## src/rtl/guess_history_bank.sv

```systemverilog
// Append-only guess history with fill count, FULL flag and random read port.
// Define DUP_CHECK_EN to reject guesses already present in the bank.
module guess_history_bank #(
    parameter int WIDTH = 4,
    parameter int DEPTH = 8,
    parameter int AW    = 3
) (
    input  logic             CLK,
    input  logic             RESET,
    input  logic             LOAD,
    input  logic             CLEAR,
    input  logic [WIDTH-1:0] D,
    input  logic [AW-1:0]    RADDR,
    output logic [WIDTH-1:0] Q,
    output logic [WIDTH-1:0] LAST,
    output logic [AW:0]      COUNT,
    output logic             FULL,
    output logic             ACCEPT,
    output logic             DUP
);

    localparam logic [AW:0] DEPTH_C = (AW+1)'(DEPTH);

    logic [WIDTH-1:0] mem_q [DEPTH];
    logic [WIDTH-1:0] mem_d [DEPTH];
    logic [WIDTH-1:0] last_q, last_d;
    logic [AW:0]      count_q, count_d;
    logic             full_q, full_d;
    logic             accept_q, accept_d;
    logic             dup_q, dup_d;
    logic             dup_hit;

`ifdef DUP_CHECK_EN
    // Only slots below the fill count hold real guesses.
    always_comb begin
        dup_hit = 1'b0;
        for (int i = 0; i < DEPTH; i++) begin
            if ((AW+1)'(i) < count_q && mem_q[i] == D) begin
                dup_hit = 1'b1;
            end
        end
    end
`else
    assign dup_hit = 1'b0;
`endif

    always_comb begin
        mem_d    = mem_q;
        count_d  = count_q;
        last_d   = last_q;
        full_d   = full_q;
        accept_d = 1'b0;
        dup_d    = 1'b0;
        if (CLEAR) begin
            for (int i = 0; i < DEPTH; i++) begin
                mem_d[i] = '0;
            end
            count_d = '0;
            last_d  = '0;
            full_d  = 1'b0;
        end else if (LOAD && !full_q) begin
            if (dup_hit) begin
                dup_d = 1'b1;
            end else begin
                for (int i = 0; i < DEPTH; i++) begin
                    if (count_q == (AW+1)'(i)) begin
                        mem_d[i] = D;
                    end
                end
                last_d   = D;
                count_d  = count_q + 1'b1;
                full_d   = (count_q + 1'b1) == DEPTH_C;
                accept_d = 1'b1;
            end
        end
    end

    always_ff @(posedge CLK or posedge RESET) begin
        if (RESET) begin
            for (int i = 0; i < DEPTH; i++) begin
                mem_q[i] <= '0;
            end
            count_q  <= '0;
            last_q   <= '0;
            full_q   <= 1'b0;
            accept_q <= 1'b0;
            dup_q    <= 1'b0;
        end else begin
            for (int i = 0; i < DEPTH; i++) begin
                mem_q[i] <= mem_d[i];
            end
            count_q  <= count_d;
            last_q   <= last_d;
            full_q   <= full_d;
            accept_q <= accept_d;
            dup_q    <= dup_d;
        end
    end

    // Addresses at or beyond DEPTH match no slot and read as zero.
    always_comb begin
        Q = '0;
        for (int i = 0; i < DEPTH; i++) begin
            if ({1'b0, RADDR} == (AW+1)'(i)) begin
                Q = mem_q[i];
            end
        end
    end

    assign LAST   = last_q;
    assign COUNT  = count_q;
    assign FULL   = full_q;
    assign ACCEPT = accept_q;
    assign DUP    = dup_q;

endmodule

```

## config.mk

```make
export PLATFORM = sky130hd
export DESIGN_NAME = guess_history_bank
export DESIGN_NICKNAME = d
export VERILOG_FILES = /design/src/rtl/guess_history_bank.sv
export SDC_FILE = /design/constraint.sdc
export NUM_CORES = 1
export LEC_CHECK = 0
export ABC_AREA = 0
export CORE_MARGIN = 4
export CORE_UTILIZATION = 45
export CTS_CLUSTER_DIAMETER = 60
export DETAILED_ROUTE_END_ITERATION = 16
export GPL_TIMING_DRIVEN = 0
export PLACE_DENSITY_LB_ADDON = 0.12
export SYNTH_ARGS = -nofsm -noshare
export SYNTH_HDL_FRONTEND = slang
export SYNTH_SLANG_ARGS = --single-unit
```

## constraint.sdc

```tcl
create_clock -name CLK -period 5.4 [get_ports CLK]
set_input_delay 1.62 -clock CLK [delete_from_list [all_inputs] [get_ports CLK]]
set_output_delay 1.62 -clock CLK [all_outputs]
set_load 0.05 [all_outputs]
```

==> flow_metrics.py <==
metrics = {
    "outcome": {
        "status": "finished clean",
    },
    "min_path": {
        "hp-class": "reg2reg",
        "min_from": "mem_q[16]",
        "hold_end": "mem_q[16]",
        "worstHoldPathCells": 2,
    },
    "clocking": {
        "clock_latency_ns": 0.29,
        "cts_max_level": 2,
        "cts_buffer_depth": 2,
        "cts_made_buffers": 5,
        "cts_hold_buf": 0,
        "clk_pin_slew_ns": 0.07,
        "cts_tree": "built",
        "cts_root_buf": "clkbuf_8",
        "cts_sinks": 42,
    },
    "critical_path": {
        "arrival_ns": 3.63,
        "crit_fanout": 10,
        "ff2ff_path_depth": 5,
        "timing.rr.end": "mem_q[15]",
        "crit_type": "in2out",
        "cp-end-kind": "output pin",
        "rrSetupSlack_ns": 3.64,
        "crit_path_start_kind": "input pin",
        "critical_path_required_ns": 3.78,
        "r2r-start": "COUNT[0]",
    },
    "global_route": {
        "overflow": 0,
        "grt_pass1_vias": 1632,
        "grt_pass1_wl_um": 8470,
        "antenna_found_initial": 0,
        "grt_max_degree": 34,
        "track_usage": 0.181,
    },
    "sta": {
        "tightest_slew_ns": 0.624,
        "setup_ws_ns": 0.151,
        "final.min_clock_period_ns": 5.25,
        "setup_violations": 0,
        "hold_viol": 0,
        "finalCritPeriodShare": 0.972,
        "fin_skew_ns": 0.00471,
        "drv_slew": 0,
        "rsz0062_at_grt": "false",
        "relSlewSlack": 0.582,
        "max_freq_ghz": 0.191,
    },
    "logic_synthesis": {
        "muxShareOfSynthArea": 0.209,
        "synthAdderAreaFrac": 0.0279,
        "syn_area_per_cell_um2": 10.5,
        "synth_top_family_by_area": "multiplexers",
        "yosysTopAreaCell": "dfrtp_1",
        "synthesis.area_mm2": 0.00224,
        "synth_nets": 229,
        "yosys-top-cells-area": "dfrtp_1 47%, mux2i_1 18%, nor2_1 7.0%",
        "synthFlopType": "dfrtp_1",
        "synth.top_cell.area_share": 0.469,
        "ys_warn_count": 0,
        "ys_seq_elements": 42,
        "ys_types": 34,
        "ys_seq_area_frac": 0.469,
        "synth_edf_count": 0,
        "synth_xor_xnor_area_share": 0.0156,
        "synth-simple-area-share": 0.180,
        "synth_cells": 213,
        "postSynth.asyncResetShare": 1.00,
        "synth-compound-area-share": 0.0502,
    },
    "placed_design": {
        "io_buffers": 17,
        "place_ws_ns": -0.120,
        "gp_congestion": 0.767,
        "hpwl_um": 3580,
        "dpl_cell_area_mm2": 0.00252,
    },
    "floorplanning": {
        "num_io_pins": 26,
        "die_h_um": 78.6,
        "core_area_mm2": 0.00479,
        "die_w_um": 78.6,
        "start_util": 0.468,
        "core.rowCount": 25,
        "die-area_mm2": 0.00618,
    },
    "routing": {
        "ant_nets": 0,
        "viasPerCell": 5.12,
        "wl_um": 5010,
        "firstDrtPassIters": 4,
        "vias": 1567,
        "drcViolationCount": 0,
        "wl_per_cell_um": 16.4,
        "drt-initial-drc-count": 87,
    },
    "cells_and_area": {
        "final_cell_mix": "42 x dfrtp_1, 42 x nor2_1, 40 x mux2i_1",
        "design_area_mm2": 0.00261,
        "area_delta_synth_final_pct": 16.6,
        "diodes": 0,
        "layout-drive-gt1-share": 0.117,
        "final_nets": 254,
    },
    "power": {
        "p_leak_nw": 1.26,
        "ir_worst_vdd_mv": 0.143,
        "p_per_area_mw_per_mm2": 238,
        "p_total_w": 0.000621,
    },
    "job": {
        "maxCapViolCount": 0,
    },
}
worst max-delay path by stage:
stage	endpoint	startpoint	depth (start not counted)
final	Q[3]	RADDR[2]	5
after global routing	Q[3]	RADDR[2]	5
after CTS	Q[2]	RADDR[2]	6
after detailed placement	Q[1]	RADDR[2]	7
after global placement	Q[1]	RADDR[2]	7
after floorplan	Q[1]	RADDR[1]	6
flip-flops by register name, indices dropped and copies added (netlist names):
register,count
mem_q,32
ACCEPT,1
LAST,4
COUNT,4
FULL,1
synthesized netlist by cell type (2+ instances only):
| library cell | n |
|---|---|
| dfrtp_1 | 42 |
| nor2_1 | 42 |
| mux2i_1 | 40 |
| nand2_1 | 15 |
| clkbuf_1 | 12 |
| a21oi_1 | 10 |
| buf_2 | 6 |
| ha_1 | 5 |
| nand3_1 | 4 |
| inv_1 | 3 |
| nor2b_1 | 3 |
| nor4b_4 | 3 |
| o21ai_0 | 3 |
| xnor2_1 | 3 |
| mux2_2 | 2 |
| mux4_2 | 2 |
timing repair:
item / in CTS / in global routing
endpoints found under the setup margin: 2 / 2
resized for setup: 1 / 2
buffers inserted: 0 / 0
area by class of cell:
type                       count  area (µm²)
buffer                        20        95.1
clock buffer                   7        86.3
clock inverter                 1        5.00
fill                         452        2170
inverter                       3        11.3
multi-input combinational    148        1090
sequential                    42        1050
tap                           67        83.8
timing repair buffer          18         195
kinds of logic (layout without fill, tap and decap cells):
logic type | after synthesis | in the layout
adders and majority gates | 5 | 5
muxes | 44 | 44
xor gates and xnor gates | 4 | 4
AOI/OAI and AO/OA | 19 | 19
and+or+nand+nor | 75 | 75
DFF | 42 | 42
buffers and inverters | 23 | 49
other | 1 | 1
layer usage:
layer  global-route usage  vias up  wire length, µm
li1                     -      768                -
met1                0.245      762             2350
met2                0.295       29             2390
met3               0.0367        8              215
met4               0.0472        0               53
met5                    0        -                0
report_power, final:
| group | internal (W) | switching, W |
|---|---|---|
| registers | 0.000321 | 0.00000490 |
| clock network | 0.000103 | 0.000103 |
| logic | 0.0000301 | 0.0000587 |
through the flow:
step / setup TNS [ns] / util / instances / hold slack (ns)
2_1_floorplan: 0 / - / 213 / 0.481
3_3_place_gp: -0.125 / 0.522 / 297 / 0.500
3_5_place_dp: -0.120 / 0.526 / 298 / 0.510
4_1_cts: 0 / 0.545 / 306 / 0.528
5_1_grt: 0 / 0.546 / 306 / 0.561
6_report: 0 / 0.546 / 306 / 0.525
critical path, stage by stage:
cell             delay [ns]
clkdlybuf4s50_1        0.49
clkbuf_2               0.25
o311ai_0               0.37
o21ai_0                0.16
clkdlybuf4s50_1        0.73
(Power assumes the default switching activity.)
